===== src/rtl/nanorv32_apb_pkg.sv =====
// Shared types and widths for the nanorv32 APB master bridge.
package nanorv32_apb_pkg;

    localparam int APB_AW   = 12;
    localparam int APB_DW   = 32;
    localparam int APB_IDXW = 4;

    typedef enum logic [1:0] {
        ST_IDLE,
        ST_SETUP,
        ST_ACCESS,
        ST_DONE
    } apb_state_e;

endpackage


===== src/rtl/apb_resp_mux.sv =====
// Selects prdata/pready/pslverr of the addressed slave; out-of-range index yields zeros.
module apb_resp_mux
    import nanorv32_apb_pkg::*;
#(
    parameter int NSLAVE = 4
) (
    input  logic [APB_IDXW-1:0]      i_idx,
    input  logic [APB_DW*NSLAVE-1:0] i_prdata,
    input  logic [NSLAVE-1:0]        i_pready,
    input  logic [NSLAVE-1:0]        i_pslverr,
    output logic [APB_DW-1:0]        o_rdata,
    output logic                     o_ready,
    output logic                     o_slverr
);

    always_comb begin
        o_rdata  = '0;
        o_ready  = 1'b0;
        o_slverr = 1'b0;
        for (int i = 0; i < NSLAVE; i++) begin
            if (i_idx == APB_IDXW'(i)) begin
                o_rdata  = i_prdata[APB_DW*i +: APB_DW];
                o_ready  = i_pready[i];
                o_slverr = i_pslverr[i];
            end
        end
    end

endmodule


===== src/rtl/nanorv32_apb_bridge.sv =====
// APB3 master bridge: one CPU load/store at a time, slave decode, wait states and timeout abort.
module nanorv32_apb_bridge
    import nanorv32_apb_pkg::*;
#(
    parameter int NSLAVE  = 4,
    parameter int SEL_LSB = 12,
    parameter int TIMEOUT = 255
) (
    input  logic                     clk_apb,
    input  logic                     rst_apb,
    input  logic                     cpu_apb_req,
    input  logic [31:0]              cpu_apb_addr,
    input  logic                     cpu_apb_we,
    input  logic [31:0]              cpu_apb_wdata,
    output logic                     apb_cpu_done,
    output logic [31:0]              apb_cpu_rdata,
    output logic                     apb_cpu_err,
    output logic [NSLAVE-1:0]        apb_psel,
    output logic [APB_AW-1:0]        apb_paddr,
    output logic                     apb_penable,
    output logic                     apb_pwrite,
    output logic [APB_DW-1:0]        apb_pwdata,
    input  logic [APB_DW*NSLAVE-1:0] apb_prdata,
    input  logic [NSLAVE-1:0]        apb_pready,
    input  logic [NSLAVE-1:0]        apb_pslverr
);

    localparam int CNT_W = $clog2(TIMEOUT + 1);

    apb_state_e          r_state;
    apb_state_e          w_state_nxt;
    logic [APB_IDXW-1:0] r_idx;
    logic [APB_AW-1:0]   r_addr;
    logic                r_we;
    logic [APB_DW-1:0]   r_wdata;
    logic [CNT_W-1:0]    r_cnt;
    logic [APB_DW-1:0]   r_rdata;
    logic                r_err;

    logic [APB_IDXW-1:0] w_idx;
    logic                w_idx_ok;
    logic                w_tmo;
    logic [APB_DW-1:0]   w_rdata;
    logic                w_ready;
    logic                w_slverr;
    logic                w_unused;

    assign w_idx    = cpu_apb_addr[SEL_LSB +: APB_IDXW];
    assign w_idx_ok = (int'(w_idx) < NSLAVE);
    assign w_tmo    = (r_cnt == CNT_W'(TIMEOUT - 1));
    assign w_unused = ^cpu_apb_addr;

    apb_resp_mux #(.NSLAVE(NSLAVE)) u_resp_mux (
        .i_idx     (r_idx),
        .i_prdata  (apb_prdata),
        .i_pready  (apb_pready),
        .i_pslverr (apb_pslverr),
        .o_rdata   (w_rdata),
        .o_ready   (w_ready),
        .o_slverr  (w_slverr)
    );

    always_ff @(posedge clk_apb) begin
        if (rst_apb) r_state <= ST_IDLE;
        else         r_state <= w_state_nxt;
    end

    always_comb begin
        w_state_nxt = r_state;
        case (r_state)
            ST_IDLE:   if (cpu_apb_req) w_state_nxt = w_idx_ok ? ST_SETUP : ST_DONE;
            ST_SETUP:  w_state_nxt = ST_ACCESS;
            ST_ACCESS: if (w_ready || w_tmo) w_state_nxt = ST_DONE;
            ST_DONE:   w_state_nxt = ST_IDLE;
            default:   w_state_nxt = ST_IDLE;
        endcase
    end

    // Response registers are loaded only on entry to DONE and cleared on exit,
    // so rdata/err read as zero whenever done is low.
    always_ff @(posedge clk_apb) begin
        if (rst_apb) begin
            r_idx   <= '0;
            r_addr  <= '0;
            r_we    <= 1'b0;
            r_wdata <= '0;
            r_cnt   <= '0;
            r_rdata <= '0;
            r_err   <= 1'b0;
        end else begin
            case (r_state)
                ST_IDLE: begin
                    if (cpu_apb_req) begin
                        if (w_idx_ok) begin
                            r_idx   <= w_idx;
                            r_addr  <= {cpu_apb_addr[APB_AW-1:2], 2'b00};
                            r_we    <= cpu_apb_we;
                            r_wdata <= cpu_apb_wdata;
                            r_cnt   <= '0;
                        end else begin
                            r_rdata <= '0;
                            r_err   <= 1'b1;
                        end
                    end
                end
                ST_ACCESS: begin
                    if (w_ready) begin
                        r_rdata <= r_we ? '0 : w_rdata;
                        r_err   <= w_slverr;
                    end else if (w_tmo) begin
                        r_rdata <= '0;
                        r_err   <= 1'b1;
                    end else begin
                        r_cnt <= r_cnt + 1'b1;
                    end
                end
                ST_DONE: begin
                    r_rdata <= '0;
                    r_err   <= 1'b0;
                end
                default: ;
            endcase
        end
    end

    assign apb_psel      = (r_state == ST_SETUP || r_state == ST_ACCESS)
                           ? (NSLAVE'(1) << r_idx) : '0;
    assign apb_penable   = (r_state == ST_ACCESS);
    assign apb_paddr     = r_addr;
    assign apb_pwrite    = r_we;
    assign apb_pwdata    = r_wdata;
    assign apb_cpu_done  = (r_state == ST_DONE);
    assign apb_cpu_rdata = r_rdata;
    assign apb_cpu_err   = r_err;

endmodule


===== config.mk =====
export PLATFORM = sky130hd
export DESIGN_NAME = nanorv32_apb_bridge
export DESIGN_NICKNAME = d
export VERILOG_FILES = /design/src/rtl/nanorv32_apb_pkg.sv /design/src/rtl/apb_resp_mux.sv /design/src/rtl/nanorv32_apb_bridge.sv
export SDC_FILE = /design/constraint.sdc
export NUM_CORES = 1
export LEC_CHECK = 0
export BUFFER_PORTS_ARGS = -buffer_cell sky130_fd_sc_hd__buf_2
export CORE_AREA = 8 8 111 154
export DETAILED_ROUTE_END_ITERATION = 8
export DIE_AREA = 0 0 119 162
export SLEW_MARGIN = 20
export SYNTH_ARGS = -nofsm -noshare
export SYNTH_HDL_FRONTEND = slang
export SYNTH_SLANG_ARGS = --single-unit

===== constraint.sdc =====
create_clock -name clk_apb -period 2.49 [get_ports clk_apb]
set_input_delay 0 -clock clk_apb [delete_from_list [all_inputs] [get_ports clk_apb]]
set_output_delay 0 -clock clk_apb [all_outputs]
set_load 0.005 [all_outputs]

==> results.md <==
- sky130_fd_sc_hd__dfxtp_1 — commonest register cell after synthesis
- 670 nW/um2 — power density of the placed cells
- 14.0% — area fraction in compound gates after synthesis
- no — RSZ-0062 raised after global routing
- 48 — pin count of the biggest net entering global routing
- 17.9% — mux contribution to synthesized area
- 0 ps — final sum of negative setup slack
- 0% — async set or reset register ratio after synthesis
- 288 — I/O pin count
- 12.4 ps — clock skew after layout
- 16.1 mm — total wirelength of the detailed-routed design
- apb_cpu_rdata[29]$_SDFFE_PP0P_ — end of the worst register-to-register path
- 25.6 mm — wire length of the first global-routing pass
- 90 — #FFs+latches synth
- 16.4% — global router's overall resource usage
- 19.9% — basic-gate share of the synthesized area counting and, or, nand and nor cells
- 2380 ps — data arrival time of the critical path
- 485 — instance count of the mapped netlist
- sky130_fd_sc_hd__clkbuf_16 — clock root buffer
- 979 — final cell count without fillers
- 4635 — routed via count
- 70 ps — clock-pin slew of the registers on the worst-case setup and hold paths
- 0 — number of remaining DRC errors
- 2 — number of stages on the worst hold path
- 0 — Antenna Nets Post-Route
- 3 — Max H-tree Level
- 0 — final number of setup-violating endpoints
- 8.97 um2 — mean instance size in the synthesized netlist
- 53 — count of standard-cell rows
- 1.73% — Post-Synth Adder-Cell Area
- 0.373 mV — largest voltage drop on the vdd net
- 0.473 GHz — max frequency
- 0 — final count of hold timing violations
- r_cnt[5]$_SDFFE_PP0P_ — worst hold endpoint
- 5034 — via count of the first global-routing pass
- 41.4% — post-synth top area share
- 29.4% — initial cell density of the core
- 45.1% — post-layout util
- flop — Startpoint Class
- 0 — number of enable flip-flop cells after synthesis
- 340 ps — clock latency reported for the late side of the worst-skew pair
- 370 ps — Worst R2R Setup Slack
- 85.0% — share of the clock period used by the worst path after layout
- 267 x sky130_fd_sc_hd__buf_2, 129 x sky130_fd_sc_hd__nand2_1, 88 x sky130_fd_sc_hd__dfxtp_1 — commonest non-fill, non-tap cells in the layout
- 119 um — DIE WIDTH
- 2370 um2 — multi-input gate area in the final layout
- simple AND/OR/NAND/NOR gates — dominant combinational cell family by area after synthesis
- 4.73 — vias per cell
- 0.790 — final weighted congestion in routability-driven placement
- 90 — Clock Sink Count
- sky130_fd_sc_hd__dfxtp_1 — most area-hungry cell type in the Yosys netlist
- reg -> reg — kind of critical path
- 53.5% — layout overhead on the synthesized area
- 2.88 nW — leakage power total
- sky130_fd_sc_hd__buf_2 — most common cell after layout, fill and taps aside
- 523 ps — worst-margin pin slew
- 16.4 um — wire length per cell
- 4350 um2 — synthesized area
- 1800 um2 — storage element area
- 9 — CTS Buf Count
- 162 um — floorplan die height
- 14800 um2 — total core area
- rst_apb — worst hold path startpoint
- 1465 — filler cell count
- 0 — maximum capacitance violations
- 0.201% — XOR/XNOR Fraction of Synth Area
- 0 — count of final max-slew check failures
- 65.2% — Rel. slew slack
- 43.2% — fraction of layout instances using a drive strength above 1
- 0 — grt total ovfl
- 32 — maximum fanout along the worst path
- 267 — input/output buffers
- 41.4% — sequential element share of the synthesized area
- 0 — post-CTS repair timing setup buffer count
- 12.2 mm — sum of net half-perimeters after detailed placement
- 4 — first-pass iteration count of the detailed router
- flop — sort of element at the end of the critical path
- 210 — DRT iter0 DRCs
- 19300 um2 — die area
- built — clock tree from TritonCTS
- 8 — depth of the worst register-to-register path
- 2760 ps — required time of the critical path
- in -> reg — Min-Delay Path Class
- 1 — initial antenna violation count
- 990 — Final nets
- 4.48 mW — total chip power
- 0 — total number of yosys warnings
- 44 — count of distinct cell types in the synthesized netlist
- 2 — Max Root-Sink Buffers
- 2120 ps — final critical-path required period
- sky130_fd_sc_hd__dfxtp_1 41%, sky130_fd_sc_hd__mux4_2 17%, sky130_fd_sc_hd__nand2_1 11% — Area contributors post-synth
- complete, no violations — run status
- r_state[0]$_SDFFE_PP0P_ — critical register-to-register path startpoint
- 916 — total placed cells including tap cells
[cell usage after synthesis (2+ instances only)]
cell	number
sky130_fd_sc_hd__a211oi_1	5
sky130_fd_sc_hd__a21oi_1	84
sky130_fd_sc_hd__a31oi_1	2
sky130_fd_sc_hd__buf_1	2
sky130_fd_sc_hd__buf_2	18
sky130_fd_sc_hd__buf_4	2
sky130_fd_sc_hd__clkbuf_1	17
sky130_fd_sc_hd__dfxtp_1	90
sky130_fd_sc_hd__ha_1	6
sky130_fd_sc_hd__inv_1	8
sky130_fd_sc_hd__mux4_2	33
sky130_fd_sc_hd__nand2_1	129
sky130_fd_sc_hd__nand3_1	38
sky130_fd_sc_hd__nor2_1	11
sky130_fd_sc_hd__nor3_1	2
sky130_fd_sc_hd__nor3b_1	2
sky130_fd_sc_hd__o21ai_1	5
sky130_fd_sc_hd__or3_1	5
[power breakdown]
part	internal [mW]	switching (mW)	total [mW]	leakage, nW
Combinational	0.607	0.822	1.43	2.00
Clock	0.817	0.608	1.42	0.150
Sequential	1.55	0.0685	1.62	0.729
[per-layer routing]
metal,up-vias,GRT usage (%),share of wire (%)
li1,2300,-,-
met1,2112,16.8,38
met2,198,29.3,52
met3,25,5.66,8.1
met4,0,7.44,2.7
met5,-,0,0
[worst max-delay path by stage]
| stage | endpoint | from | cells past startpoint | slack [ps] |
|---|---|---|---|---|
| CTS | apb_cpu_rdata[12]$_SDFFE_PP0P_ | r_state[0]$_SDFFE_PP0P_ | 8 | 350 |
| finish | apb_cpu_rdata[29]$_SDFFE_PP0P_ | r_state[0]$_SDFFE_PP0P_ | 8 | 370 |
| floorplan | apb_cpu_rdata[5]$_SDFFE_PP0P_ | r_state[0]$_SDFFE_PP0P_ | 9 | 630 |
| global route | apb_cpu_rdata[20]$_SDFFE_PP0P_ | r_state[1]$_SDFFE_PP0P_ | 8 | 90 |
| global placement | apb_cpu_rdata[0]$_SDFFE_PP0P_ | r_state[0]$_SDFFE_PP0P_ | 8 | 400 |
| detailed placement | apb_cpu_rdata[12]$_SDFFE_PP0P_ | r_state[0]$_SDFFE_PP0P_ | 8 | 380 |
[layout make-up]
cell class,instances,area share (%)
Tap cell,192,3.60
Timing Repair Buffer,322,28.6
Sequential cell,90,27.0
Antenna cell,2,0.0750
Inverter,8,0.450
Multi-Input combinational cell,349,35.6
Clock inverter,6,1.09
Clock buffer,10,3.58
[critical path: stages, from the launching register on]
cell and delay [ps]:
sky130_fd_sc_hd__dfxtp_1 390, sky130_fd_sc_hd__inv_1 80, sky130_fd_sc_hd__ha_1 320, sky130_fd_sc_hd__nor2b_1 190, sky130_fd_sc_hd__a211oi_1 380, sky130_fd_sc_hd__o21a_1 230, sky130_fd_sc_hd__buf_12 200, sky130_fd_sc_hd__nand3_1 100
sky130_fd_sc_hd__a21oi_1 140
[cells by family after synthesis]
| logic type | Yosys count |
|---|---|
| AND/OR/NAND/NOR | 197 |
| buffers and inverters | 47 |
| AO/OA/AOI/OAI | 107 |
| other | 1 |
| multiplexers | 36 |
| XOR/XNOR | 1 |
| flip-flops | 90 |
| adder cells (fa/ha/maj) | 6 |
[state kept, by name, summed over array words and instances, names as in the netlist]
register       count
apb_paddr         10
apb_cpu_err        1
apb_pwrite         1
r_state            2
r_idx              4
r_cnt              8
apb_pwdata        32
apb_cpu_rdata     32
[through the flow]
| stage | hold WS, ps | setup WS, ps | cell area [um2] |
|---|---|---|---|
| floorplan | 136 | 633 | 4350 |
| global placement | 240 | 405 | 5910 |
| detailed placement | 245 | 377 | 5910 |
| CTS | 4.87 | 348 | 6670 |
| global route | 42.1 | 94.9 | 6670 |
| finish | 18.9 | 374 | 6680 |
[what timing repair did]
action | 4_1_cts | 5_1_grt
hold buffers | 45 | 0
hold endpoints to repair | 45 | 0
endpoints found under the setup margin | 0 | 0
resized for setup | 0 | 0
(Power assumes the default switching activity.)
